==> config.mk <==
export PLATFORM = sky130hd
export DESIGN_NAME = matrix_ring_counter
export DESIGN_NICKNAME = d
export VERILOG_FILES = /design/src/rtl/matrix_ring_counter_pkg.sv /design/src/rtl/matrix_ring_counter_prescaler.sv /design/src/rtl/matrix_ring_counter.sv
export SDC_FILE = /design/constraint.sdc
export NUM_CORES = 1
export LEC_CHECK = 0
export ABC_AREA = 1
export ABC_CLOCK_PERIOD_IN_PS = 2200
export BUFFER_PORTS_ARGS = -buffer_cell sky130_fd_sc_hd__buf_2
export CORE_MARGIN = 10
export CORE_UTILIZATION = 42
export DETAILED_ROUTE_END_ITERATION = 16
export PLACE_DENSITY = 0.65
export SLEW_MARGIN = 10
export SYNTH_ARGS = -nofsm -noshare
export SYNTH_HDL_FRONTEND = slang
export SYNTH_SLANG_ARGS = --single-unit
==> constraint.sdc <==
create_clock -name clk -period 2.2 [get_ports clk]
set_clock_uncertainty 0.1 [all_clocks]
set_input_delay 0.44 -clock clk [delete_from_list [all_inputs] [get_ports clk]]
set_output_delay 0.44 -clock clk [all_outputs]
set_load 0.02 [all_outputs]
==> src/rtl/matrix_ring_counter_pkg.sv <==
// Shared phase constants, FSM state encoding and phase helpers for the
// matrix ring scan sequencer.
package matrix_ring_counter_pkg;

  localparam logic [2:0] PHASE_OFF = 3'b000;
  localparam logic [2:0] PHASE_C0  = 3'b001;  // col0 / col4
  localparam logic [2:0] PHASE_C1  = 3'b010;  // col1 / col3
  localparam logic [2:0] PHASE_C2  = 3'b100;  // col2

  typedef enum logic [1:0] {
    ST_IDLE  = 2'd0,
    ST_SHOW  = 2'd1,
    ST_BLANK = 2'd2
  } state_e;

  // True only for one of the three legal scan phases.
  function automatic logic is_onehot3(input logic [2:0] v);
    return (v == PHASE_C0) || (v == PHASE_C1) || (v == PHASE_C2);
  endfunction

  // Column index (0..2) of the half image addressed by a phase.
  function automatic logic [1:0] phase_idx(input logic [2:0] v);
    case (v)
      PHASE_C1: return 2'd1;
      PHASE_C2: return 2'd2;
      default:  return 2'd0;
    endcase
  endfunction

  // Scan order 001 -> 010 -> 100 -> 001.
  function automatic logic [2:0] next_phase(input logic [2:0] v);
    case (v)
      PHASE_C0: return PHASE_C1;
      PHASE_C1: return PHASE_C2;
      default:  return PHASE_C0;
    endcase
  endfunction

endpackage

==> src/rtl/matrix_ring_counter_prescaler.sv <==
// Loadable down-counter with terminal-count flag. Counts down to zero and
// holds there; zero_next_o looks one edge ahead so callers can register
// outputs that must line up with the terminal cycle.
module matrix_prescaler #(
  parameter int W = 1
) (
  input  logic         clk,
  input  logic         rst_n,
  input  logic         load_i,
  input  logic [W-1:0] load_val_i,
  input  logic         dec_i,
  output logic         tc_o,
  output logic         zero_next_o
);

  logic [W-1:0] cnt_q;

  // Load has priority; decrement saturates at zero.
  always_ff @(posedge clk) begin
    if (!rst_n)                       cnt_q <= '0;
    else if (load_i)                  cnt_q <= load_val_i;
    else if (dec_i && cnt_q != '0)    cnt_q <= cnt_q - 1'b1;
  end

  assign tc_o        = (cnt_q == '0);
  assign zero_next_o = load_i ? (load_val_i == '0)
                              : ((cnt_q == '0) || (dec_i && cnt_q == W'(1)));

endmodule

==> src/rtl/matrix_ring_counter.sv <==
// Scan sequencer for the matrix ring decoder: steps a one-hot column phase,
// holds each for CLK_DIV cycles, inserts BLANK_CYCLES all-off cycles between
// phases and latches the half image once per frame at the 001 entry.
module matrix_ring_counter
  import matrix_ring_counter_pkg::*;
#(
  parameter int CLK_DIV      = 50000,
  parameter int BLANK_CYCLES = 4,
  parameter int ROWS         = 7
) (
  input  logic              clk,
  input  logic              rst_n,
  input  logic              enable,
  input  logic [3*ROWS-1:0] image_half,
  output logic [2:0]        ring_counter,
  output logic [ROWS-1:0]   rows,
  output logic              frame_tick
);

  localparam int DW = (CLK_DIV > 0) ? $clog2(CLK_DIV + 1) : 1;
  localparam int BW = (BLANK_CYCLES > 0) ? $clog2(BLANK_CYCLES + 1) : 1;
  localparam logic [DW-1:0] DWELL_LOAD = DW'(CLK_DIV - 1);
  localparam logic [BW-1:0] BLANK_LOAD = BW'((BLANK_CYCLES > 0) ? BLANK_CYCLES - 1 : 0);

  state_e            state_q, state_d;
  logic [2:0]        ring_q, ring_d;
  logic [2:0]        pend_q, pend_d;   // phase to show after the blanking gap
  logic [ROWS-1:0]   rows_q, rows_d;
  logic              tick_q, tick_d;
  logic [3*ROWS-1:0] latch_q, latch_d;

  logic dwell_load, dwell_tc, dwell_zn;
  logic blank_load, blank_tc, blank_zn_unused;

  matrix_prescaler #(.W(DW)) u_dwell (
    .clk         (clk),
    .rst_n       (rst_n),
    .load_i      (dwell_load),
    .load_val_i  (DWELL_LOAD),
    .dec_i       (state_q == ST_SHOW),
    .tc_o        (dwell_tc),
    .zero_next_o (dwell_zn)
  );

  matrix_prescaler #(.W(BW)) u_blank (
    .clk         (clk),
    .rst_n       (rst_n),
    .load_i      (blank_load),
    .load_val_i  (BLANK_LOAD),
    .dec_i       (state_q == ST_BLANK),
    .tc_o        (blank_tc),
    .zero_next_o (blank_zn_unused)
  );

  // Next-state decode; every output is computed here and registered below.
  always_comb begin
    state_d    = state_q;
    ring_d     = ring_q;
    pend_d     = pend_q;
    latch_d    = latch_q;
    dwell_load = 1'b0;
    blank_load = 1'b0;
    if (!enable) begin
      state_d = ST_IDLE;
      ring_d  = PHASE_OFF;
    end else begin
      case (state_q)
        ST_IDLE: begin
          state_d    = ST_SHOW;
          ring_d     = PHASE_C0;
          latch_d    = image_half;
          dwell_load = 1'b1;
        end
        ST_SHOW: begin
          if (!is_onehot3(ring_q)) begin
            // Corrupted phase: restart the frame cleanly.
            ring_d     = PHASE_C0;
            latch_d    = image_half;
            dwell_load = 1'b1;
          end else if (dwell_tc) begin
            if (BLANK_CYCLES > 0) begin
              state_d    = ST_BLANK;
              ring_d     = PHASE_OFF;
              pend_d     = next_phase(ring_q);
              blank_load = 1'b1;
            end else begin
              ring_d     = next_phase(ring_q);
              dwell_load = 1'b1;
              if (ring_d == PHASE_C0) latch_d = image_half;
            end
          end
        end
        ST_BLANK: begin
          if (blank_tc) begin
            state_d    = ST_SHOW;
            ring_d     = pend_q;
            dwell_load = 1'b1;
            if (pend_q == PHASE_C0) latch_d = image_half;
          end
        end
        default: begin
          state_d = ST_IDLE;
          ring_d  = PHASE_OFF;
        end
      endcase
    end
    rows_d = (state_d == ST_SHOW) ? latch_d[int'(phase_idx(ring_d))*ROWS +: ROWS] : '0;
    tick_d = (state_d == ST_SHOW) && (ring_d == PHASE_C2) && dwell_zn;
  end

  // State and output registers with synchronous reset.
  always_ff @(posedge clk) begin
    if (!rst_n) begin
      state_q <= ST_IDLE;
      ring_q  <= PHASE_OFF;
      pend_q  <= PHASE_C0;
      rows_q  <= '0;
      tick_q  <= 1'b0;
      latch_q <= '0;
    end else begin
      state_q <= state_d;
      ring_q  <= ring_d;
      pend_q  <= pend_d;
      rows_q  <= rows_d;
      tick_q  <= tick_d;
      latch_q <= latch_d;
    end
  end

  assign ring_counter = ring_q;
  assign rows         = rows_q;
  assign frame_tick   = tick_q;

endmodule
==> metrics.md <==
| Metric | Value |
|---|---|
| CP cell instances | inv_1, ha_1, nand2_1, nor2_1, nand2_2, nor2_1, o21ai_0, nand3_2, a21oi_1, nand2_1, inv_1 |
| Syn Area/Cell | 7.043 sq um |
| Max-cap violations | 0 |
| Die ar. | 11,030 sq um |
| Average wire per standard cell | 12.23 microns |
| Largest cells by area after synthesis | dfxtp_1, nand2_1, inv_1 |
| Worst reg-to-reg setup slack | 0.22 ns |
| Root buf cell | clkbuf_8 |
| Async set-or-reset flop fraction in the synthesized netlist | 0% |
| Core box area | 6907 sq um |
| Tcrit/Tclk final | 89.88% |
| Final setup fails | 0 |
| Clock Path Buffers | 2 |
| Area leader, netlist | dfxtp_1 |
| Inserted Diodes | 0 |
| Initial antenna violation count | 0 |
| Final hold vios | 0 |
| Max stage delay on crit path | 0.37 ns |
| Area grow syn2layout | 13.60% |
| Crit path DAT | 2.16 ns |
| First-pass GRT wire length | 12.08 mm |
| Synth top area share | 36.93% |
| Top delay family on crit path | simple AND/OR/NAND/NOR gates |
| Outcome | finished clean |
| TritonRoute pass-1 iters | 6 |
| Vias | 2,734 |
| Antenna Nets Post-Route | 0 |
| Syn Std Cell Area | 3035 sq um |
| Number of port buffers | 34 |
| DR iter-0 viols | 85 |
| CP bufs+invs | 2 |
| IO Pins | 35 |
| Die span in x | 105.0 microns |
| Seq cells post-synth | 56 |
| Vert. Die Dim | 105.0 microns |
| GRT overflow | 0 |
| Largest net degree at the start of global routing | 22 |
| Area occupied by multi-input gates | 1582 sq um |
| Top_reg_cell synth | dfxtp_1 |
| HPWL Detailed | 5.271 mm |
| CP max FO | 9 |
| Total Wirelength | 6.946 mm |
| Sinks on Clock Net | 56 |
| # DRC | 0 |
| Pwr dens | 573.0 nW/um^2 |
| Layout cell share with drive strength beyond 1 | 21.61% |
| Slew Limit Headroom | 51.58% |
| Rows | 30 |
| Crit path required time | 2.38 ns |
| Peak VDD IR | 0.2257 mV |
| Clk pin slew, worst setup/hold paths | 0.11 ns |
| Min-Delay Path Class | in2reg |
| CP Launch Type | flop |
| YS warnings | 0 |
| Most frequent cell after synthesis | nand2_1 |
| DR vias/cell | 4.813 |
| H-tree depth | 2 |
| Total GRT Usage | 12.77% |
| RSZ-0062 raised after global routing | yes |
| Number of global-route vias before repair | 2,652 |
| FF/Latch Area | 1121 sq um |
| CTS tree | done |
| Fin crit period | 1.977 ns |
| WS Path Type | reg2reg |
| Top achievable clock speed | 0.5057 GHz |
| Initial Util | 43.95% |
| Max-slew violations | 0 |
| Post-synthesis sequential area ratio | 36.93% |
| Yosys cell types | 36 |
| Cts bufs inserted | 5 |
| Filler instances | 740 |
| Worst-case hold slack | 0.3293 ns |
| Mapped Nets | 460 |
| Slowest stage cell, crit path | dfxtp_1 |
| Top post-synthesis cells by count | nand2_1, inv_1, dfxtp_1 |
| Syn Inst Count | 431 |
| Fin cells | 568 |
| Post-synth EDFFs | 0 |
| Placed insts | 558 |
| Crit. End Element | flop |
| Leak | 0.001737 uW |
| Slew @ Worst Pin | 0.7255 ns |
| Nets@finish | 500 |
| Routability Congestion | 0.8121 |
| Skew-Pair Late Insertion Delay | 0.32 ns |
==> power by group <==
part | leakage (uW) | internal [uW] | switching [uW]
Combinational | 0.00124 | 110 | 197
Clock | 0.0000404 | 227 | 362
Sequential | 0.000459 | 1060 | 22.7
Total | 0.00174 | 1390 | 582
==> worst reg2reg max path: stages (launching register included) <==
cell and delay (ns):
dfxtp_1 0.37, inv_1 0.11, ha_1 0.21, nand2_1 0.06, nor2_1 0.05, nand2_2 0.16, nor2_1 0.09, o21ai_0 0.22
nand3_2 0.25, a21oi_1 0.19, nand2_1 0.09, inv_1 0.05
==> per-stage QoR <==
step	area, sq um	total power (uW)	worst slack, ns	utilization, %	setup TNS (ns)
6_report	3448	1976	0.2225	49.93	0
5_1_grt	3448	2088	-0.01380	49.93	-0.01380
4_1_cts	3426	1996	0.1279	49.60	0
3_5_place_dp	3333	1406	0.1532	48.26	0
3_3_place_gp	3333	1401	0.1972	48.26	0
2_1_floorplan	3035	1319	0.4419	-	0
==> state kept, by name (all words and copies together), names as in the netlist <==
register / flops
frame_tick: 1
latch_q: 21
pend_q: 3
ring_counter: 3
rows: 7
state_q: 2
u_blank.cnt_q: 3
u_dwell.cnt_q: 16
==> layout make-up <==
cell class              instances  area share, %
multi-input cells             291          45.86
flip-flops and latches         56          32.51
inverters                      74          8.200
repair buffers                 43          7.257
well taps                      96          3.483
clock buffers                   5          1.996
clock inverters                 3         0.6894
==> placed cells by master, fill, tap and decap left out, drive strengths merged <==
| master | instances |
|---|---|
| nand2 | 101 |
| inv | 74 |
| dfxtp | 56 |
| nor2 | 56 |
| nand3 | 48 |
| buf | 43 |
| a21oi | 30 |
| o21ai | 23 |
| nor3 | 8 |
| xor2 | 5 |
| ha | 5 |
| clkbuf | 5 |
| nand4 | 5 |
| nand3b | 4 |
| a31oi | 2 |
| clkinvlp | 2 |
| or2 | 1 |
| a22oi | 1 |
| xnor2 | 1 |
| o31ai | 1 |
| clkinv | 1 |
==> per-layer routing <==
layer	vias up	GRT usage, %	part of all wire (%)	routed length [microns]
met5	-	0	0	0
met2	42	21.80	47	3298
met4	0	3.922	0.89	62
met1	1252	15.75	49	3378
met3	7	2.518	3.0	206
li1	1433	-	-	-
==> kinds of logic (layout without fill, tap and decap cells) <==
logic type / after synthesis / in the layout / share of synthesized area (%)
adders and majority gates: 5 / 5 / 2.061
and+or+nand+nor: 223 / 223 / 37.76
DFF: 56 / 56 / 36.93
xor gates and xnor gates: 6 / 6 / 1.731
buffers and inverters: 84 / 125 / 11.21
AOI/OAI and AO/OA: 57 / 57 / 10.31
==> what timing repair did <==
item,CTS,global route
gates resized for setup,0,2
buffers inserted,0,2
endpoints found under the hold margin,0,0
setup endpoints to repair,0,11
hold buffers,0,0
==> path summary, 6_finish.rpt <==
check | cells after the start | endpoint | from
worst min register to register | 2 | latch_q[12] | latch_q[12]
worst max register to register | 11 | rows[6] | u_dwell.cnt_q[0]
worst min-delay path | 3 | ring_counter[2] | enable
worst max-delay path | 11 | rows[6] | u_dwell.cnt_q[0]
(Power assumes the default switching activity.)
